File: config.mk
export PLATFORM = sky130hd
export DESIGN_NAME = parking_gate_arbiter
export DESIGN_NICKNAME = d
export VERILOG_FILES = /design/src/rtl/parking_pkg.sv /design/src/rtl/parking_gate_arbiter_gate_timer.sv /design/src/rtl/parking_gate_arbiter.sv
export SDC_FILE = /design/constraint.sdc
export NUM_CORES = 1
export LEC_CHECK = 0
export CORE_MARGIN = 4
export CORE_UTILIZATION = 31
export CTS_BUF_LIST = sky130_fd_sc_hd__clkbuf_8
export CTS_CLUSTER_SIZE = 28
export DETAILED_ROUTE_END_ITERATION = 7
export GPL_ROUTABILITY_DRIVEN = 0
export PLACE_DENSITY = 0.59
export SLEW_MARGIN = 20
export SYNTH_ARGS = -nofsm -noshare
export SYNTH_HDL_FRONTEND = slang
export SYNTH_SLANG_ARGS = --single-unit
File: constraint.sdc
create_clock -name clock -period 2.8 [get_ports clock]
set_input_delay 0.56 -clock clock [delete_from_list [all_inputs] [get_ports clock]]
set_output_delay 0.56 -clock clock [all_outputs]
set_load 0.02 [all_outputs]
File: src/rtl/parking_pkg.sv
// Shared definitions for the car-park gate logic: FSM state encoding,
// direction codes and default lot sizing.
package parking_pkg;

    typedef enum logic [1:0] {
        ST_IDLE     = 2'd0,
        ST_OPEN_IN  = 2'd1,
        ST_OPEN_OUT = 2'd2,
        ST_CLOSE    = 2'd3
    } arb_state_t;

    typedef enum logic {
        DIR_IN   = 1'b0,
        DIR_EXIT = 1'b1
    } dir_t;

    localparam int DEFAULT_CAPACITY    = 3;
    localparam int DEFAULT_OPEN_CYCLES = 8;
    localparam int DEFAULT_CNT_W       = 8;

endpackage

File: src/rtl/parking_gate_arbiter_gate_timer.sv
// Open-window timer: cleared on load, counts while enabled, flags the last
// cycle of the window.
module gate_timer
    import parking_pkg::*;
#(
    parameter int OPEN_CYCLES = DEFAULT_OPEN_CYCLES
) (
    input  logic clock,
    input  logic reset_n,
    input  logic i_load,
    input  logic i_enable,
    output logic o_expire
);

    localparam int TW = (OPEN_CYCLES > 2) ? $clog2(OPEN_CYCLES) : 1;
    localparam logic [TW-1:0] LAST = TW'(OPEN_CYCLES - 1);

    logic [TW-1:0] r_count;

    always_ff @(posedge clock or negedge reset_n) begin
        if (!reset_n) begin
            r_count <= '0;
        end else if (i_load) begin
            r_count <= '0;
        end else if (i_enable) begin
            r_count <= r_count + 1'b1;
        end
    end

    assign o_expire = (r_count == LAST);

endmodule

File: src/rtl/parking_gate_arbiter.sv
// Single barrier shared by entry and exit lanes: round-robin grant, bounded
// open window with timeout, and lot occupancy tracking.
module parking_gate_arbiter
    import parking_pkg::*;
#(
    parameter int CAPACITY    = DEFAULT_CAPACITY,
    parameter int OPEN_CYCLES = DEFAULT_OPEN_CYCLES,
    parameter int CNT_W       = DEFAULT_CNT_W
) (
    input  logic             clock,
    input  logic             reset_n,
    input  logic             entry_req,
    input  logic             exit_req,
    input  logic             vehicle_passed,
    output logic             entry_grant,
    output logic             exit_grant,
    output logic             gate_open,
    output logic             timeout,
    output logic [CNT_W-1:0] occupancy,
    output logic [CNT_W-1:0] vacant,
    output logic             full,
    output logic [1:0]       arb_state
);

    localparam logic [CNT_W-1:0] CAP_C = CNT_W'(CAPACITY);

    arb_state_t       r_state;
    dir_t             r_last_served;
    logic [CNT_W-1:0] r_occupancy;
    logic             r_entry_grant;
    logic             r_exit_grant;
    logic             r_gate_open;
    logic             r_timeout;

    arb_state_t       w_next_state;
    dir_t             w_next_last;
    logic             w_entry_ok;
    logic             w_exit_ok;
    logic             w_full;
    logic             w_expire;
    logic             w_load;
    logic             w_enable;
    logic             w_entry_grant;
    logic             w_exit_grant;
    logic             w_gate_open;
    logic             w_timeout;
    logic             w_inc;
    logic             w_dec;

    assign w_full     = (r_occupancy == CAP_C);
    assign w_entry_ok = entry_req & ~w_full;
    assign w_exit_ok  = exit_req & (r_occupancy != '0);
    assign w_enable   = (r_state == ST_OPEN_IN) || (r_state == ST_OPEN_OUT);

    gate_timer #(
        .OPEN_CYCLES(OPEN_CYCLES)
    ) u_gate_timer (
        .clock    (clock),
        .reset_n  (reset_n),
        .i_load   (w_load),
        .i_enable (w_enable),
        .o_expire (w_expire)
    );

    always_comb begin
        w_next_state  = r_state;
        w_next_last   = r_last_served;
        w_entry_grant = 1'b0;
        w_exit_grant  = 1'b0;
        w_timeout     = 1'b0;
        w_inc         = 1'b0;
        w_dec         = 1'b0;
        w_load        = 1'b0;
        case (r_state)
            ST_IDLE: begin
                // On a tie, serve the direction that was not served last.
                if (w_entry_ok && (!w_exit_ok || r_last_served == DIR_EXIT)) begin
                    w_next_state  = ST_OPEN_IN;
                    w_next_last   = DIR_IN;
                    w_entry_grant = 1'b1;
                    w_load        = 1'b1;
                end else if (w_exit_ok) begin
                    w_next_state  = ST_OPEN_OUT;
                    w_next_last   = DIR_EXIT;
                    w_exit_grant  = 1'b1;
                    w_load        = 1'b1;
                end
            end
            ST_OPEN_IN, ST_OPEN_OUT: begin
                // A passage on the final window cycle still counts, no timeout.
                if (vehicle_passed) begin
                    w_next_state = ST_CLOSE;
                    w_inc        = (r_state == ST_OPEN_IN);
                    w_dec        = (r_state == ST_OPEN_OUT);
                end else if (w_expire) begin
                    w_next_state = ST_CLOSE;
                    w_timeout    = 1'b1;
                end
            end
            ST_CLOSE: begin
                w_next_state = ST_IDLE;
            end
            default: begin
                w_next_state = ST_IDLE;
            end
        endcase
        w_gate_open = (w_next_state == ST_OPEN_IN) || (w_next_state == ST_OPEN_OUT);
    end

    always_ff @(posedge clock or negedge reset_n) begin
        if (!reset_n) begin
            r_state       <= ST_IDLE;
            r_last_served <= DIR_EXIT;
            r_occupancy   <= '0;
            r_entry_grant <= 1'b0;
            r_exit_grant  <= 1'b0;
            r_gate_open   <= 1'b0;
            r_timeout     <= 1'b0;
        end else begin
            r_state       <= w_next_state;
            r_last_served <= w_next_last;
            r_entry_grant <= w_entry_grant;
            r_exit_grant  <= w_exit_grant;
            r_gate_open   <= w_gate_open;
            r_timeout     <= w_timeout;
            if (w_inc) begin
                r_occupancy <= r_occupancy + 1'b1;
            end else if (w_dec) begin
                r_occupancy <= r_occupancy - 1'b1;
            end
        end
    end

    occupancy_in_range: assert property (@(posedge clock) disable iff (!reset_n)
        r_occupancy <= CAP_C);

    assign entry_grant = r_entry_grant;
    assign exit_grant  = r_exit_grant;
    assign gate_open   = r_gate_open;
    assign timeout     = r_timeout;
    assign occupancy   = r_occupancy;
    assign vacant      = CAP_C - r_occupancy;
    assign full        = w_full;
    assign arb_state   = r_state;

endmodule

==> summary.md <==
| Metric | Value |
|---|---|
| Clk pwr share | `8.9%` |
| Slew headroom | `43.1%` |
| Std-Cell Core Area | `0.00403 mm2` |
| Avg WL per Cell | `13.2 um` |
| Startpoint Class | `register` |
| Synth top area cells | `dfrtp_1 33%, ha_1 13%, xnor2_1 4.0%, nor2_1 3.8%, xor2_1 3.4%` |
| Worst hold start | `r_last_served` |
| Peak supply drop | `531 uV` |
| Sw Ratio | `45.9%` |
| Initial antenna violation count | `0` |
| Worst Hold End | `r_last_served` |
| Worst slew pin tran | `0.851 ns` |
| Post-synthesis average cell area | `10.1 um2` |
| Crit path DAT | `2.13 ns` |
| Hold/Removal Path Class | `register to register` |
| Final period util | `96.0%` |
| Finished Layout Cells | `211` |
| Final TNS setup | `0 ns` |
| Fmax | `372 MHz` |
| Worst Clk Skew | `0.00251 ns` |
| Clock tree sinks | `18` |
| Die Y | `72.8 um` |
| Buffers on Ports | `27` |
| Delay-heaviest family, CP | `buffers and inverters` |
| Rows | `23` |
| Synth area leader | `dfrtp_1` |
| Cell Chain, Critical Path | `inv_1, ha_1, or3b_4, xor2_1, clkdlybuf4s50_1` |
| Place WS | `0.0902 ns` |
| Clock latency on the worst-skew pair | `0.25 ns` |
| Fillers | `400` |
| Ys flop type | `dfrtp_1` |
| H-tree Lvls | `1` |
| FF+latch count, synth | `18` |
| Period minus WS final | `2.69 ns` |
| Req. time, crit path | `2.24 ns` |
| CP max FO | `5` |
| I/O pin count | `28` |
| MaxCap Viol Count | `0` |
| Reg-to-reg startpoint | `arb_state[1]` |
| TritonCTS clock tree | `built` |
| Initial core utilization | `32.3%` |
| Remaining antenna violation count after routing | `0` |
| Post-synth EDFFs | `0` |
| Synth cell types | `45` |
| Setup CP Type | `register to output pin` |
| Worst setup margin | `0.112 ns` |
| Final Hold Viols | `0` |
| R2R cell count | `9` |
| Share of the synthesized area in the top cell type | `32.7%` |
| 1st-iter DRT viols | `23` |
| Worst Setup End Kind | `output pin` |
| Post-synthesis async set-or-reset flop share | `100%` |
| Largest net degree at the start of global routing | `19` |
| Unrepaired setup endpoints after global routing | `no` |
| CTS Buf Count | `3` |
| Vias per std cell | `4.93` |
| Drt pass-1 iters | `4` |
| Internal power | `0.00130 W` |
| Area Overhead vs Synth | `31.4%` |
| Vias in the first global route | `1079` |
| N_diodes | `0` |
| Post-layout util | `42.5%` |
| Psw | `0.00110 W` |
| GRT Total Usage | `11.4%` |
| Final Setup Violations | `0` |
| Mapped Area | `0.00130 mm2` |
| PD cells | `1400 mW/mm2` |
| Die footprint | `0.00530 mm2` |
| Max Root-Sink Buffers | `2` |
| Placed insts | `207` |
| Seq pwr share | `22.0%` |
| Layout cells sized above 1 | `16.1%` |
| Root Driver | `clkbuf_8` |
| Yosys warnings | `0` |
| Reg2Reg Setup Slack | `0.37 ns` |
| Post-detail-place hpwl | `2280 um` |
| Drt drc | `0` |
| Total Wirelength | `2790 um` |
| Grt total ovfl | `0` |
| Chip width | `72.8 um` |
| Max-slew violations | `0` |
| Synth Net Count | `148` |
| First-pass GRT wire length | `4870 um` |
| Vias post-DR | `1041` |
| Slowest CP cell | `clkdlybuf4s50_1` |
| P_leak | `0.761 nW` |
| Final net count | `181` |
| Hold depth | `2` |
| Worst R2R End | `occupancy[7]` |
| Worst-path clk slew | `0.07 ns` |
| Max stage delay on crit path | `0.62 ns` |
| Buffer and inverter count on the worst path | `2` |
| Gate count of the mapped netlist | `129` |
| Combinational Power Share | `69.1%` |
| Register area share after synthesis | `34.7%` |
| Status | `finished, final reports clean` |
## layout by cell type, fill, tap and decap left out, types with 3 or more instances in the layout
cell,netlist,layout
inv_1,10,10
a21oi_1,6,6
clkdlybuf4s50_1,0,25
ha_1,13,13
nand2_1,7,7
nand3_1,4,4
mux2i_1,3,3
dfrtp_1,17,17
o21ai_0,5,5
clkbuf_8,0,4
xnor2_1,6,6
nor2_1,13,13
xor2_1,5,5
buf_4,1,5
## state kept, by name, summed over array words and instances, names as in the netlist
register / count
exit_grant: 1
r_last_served: 1
occupancy: 8
u_gate_timer.r_count: 3
entry_grant: 1
timeout: 1
arb_state: 2
gate_open: 1
## layout make-up
class	instances	area, um2	area share (%)
well taps	50	62.6	3.66
repair buffers	32	309	18.1
multi-input cells	97	795	46.5
flip-flops and latches	18	452	26.4
inverters	10	37.5	2.19
clock buffers	4	55.1	3.22
## routing by layer
layer  GRT usage, %  up-vias  part of all wire (%)
met2           21.4       25                    52
met3           1.93        0                   4.8
li1               -      520                     -
met1           13.5      496                    43
met4           2.66        0                     0
met5              0        -                     0
## power by group through the flow
stage | Combinational, W | Sequential [W] | Clock (W)
6_report | 0.00166 | 0.000526 | 0.000214
5_1_grt | 0.00181 | 0.000546 | 0.000234
2_1_floorplan | 0.00102 | 0.000623 | 0
4_1_cts | 0.00168 | 0.000529 | 0.000224
3_3_place_gp | 0.00163 | 0.000526 | 0
3_5_place_dp | 0.00166 | 0.000533 | 0
## worst max-delay path by stage
stage	start	endpoint	slack, ns	depth (start not counted)
after detailed placement	vehicle_passed	occupancy[7]	0.09	8
final	occupancy[3]	vacant[6]	0.11	5
after CTS	occupancy[4]	vacant[7]	0.01	4
after global routing	occupancy[3]	vacant[6]	0.03	5
after floorplan	arb_state[1]	occupancy[7]	0.46	9
after global placement	vehicle_passed	occupancy[7]	0.16	8
## logic make-up after synthesis
family,after synthesis,synth area share (%)
flops,18,34.7
fa+ha+maj,14,14.0
mux,4,3.17
compound gates,26,16.5
simple gates,42,19.5
xor+xnor,11,7.40
buf+inv,14,4.62
## Yosys cell counts (2+ instances only)
| master | count |
|---|---|
| inv_1 | 10 |
| nor3_1 | 2 |
| and2_1 | 2 |
| ha_1 | 13 |
| xor2_1 | 5 |
| a21o_1 | 2 |
| buf_2 | 2 |
| nor2_1 | 13 |
| a21oi_1 | 6 |
| mux2i_1 | 3 |
| dfrtp_1 | 17 |
| nand2_1 | 7 |
| nor3b_1 | 2 |
| o21ai_0 | 5 |
| nand3_1 | 4 |
| and2_2 | 2 |
| xnor2_1 | 6 |
## per-stage QoR
step / instance area [um2] / hold slack (ns) / power, W
6_report: 1710 / 0.463 / 0.00240
5_1_grt: 1710 / 0.489 / 0.00259
4_1_cts: 1710 / 0.465 / 0.00243
3_5_place_dp: 1650 / 0.452 / 0.00220
3_3_place_gp: 1650 / 0.453 / 0.00215
2_1_floorplan: 1300 / 0.264 / 0.00164
## tightest hold or removal path: cells and delay by family, from the launching register on
family / cells / cell delay [ns]
flops: 1 / 0.37
compound gates: 1 / 0.05
buf+inv: 1 / 0.04
## what timing repair did
action / CTS / global route
endpoints found under the setup margin: 2 / 1
setup buffers: 0 / 0
hold buffers: 0 / 0
gates resized for setup: 2 / 1
No activity file was read; power rests on OpenSTA's default activity.
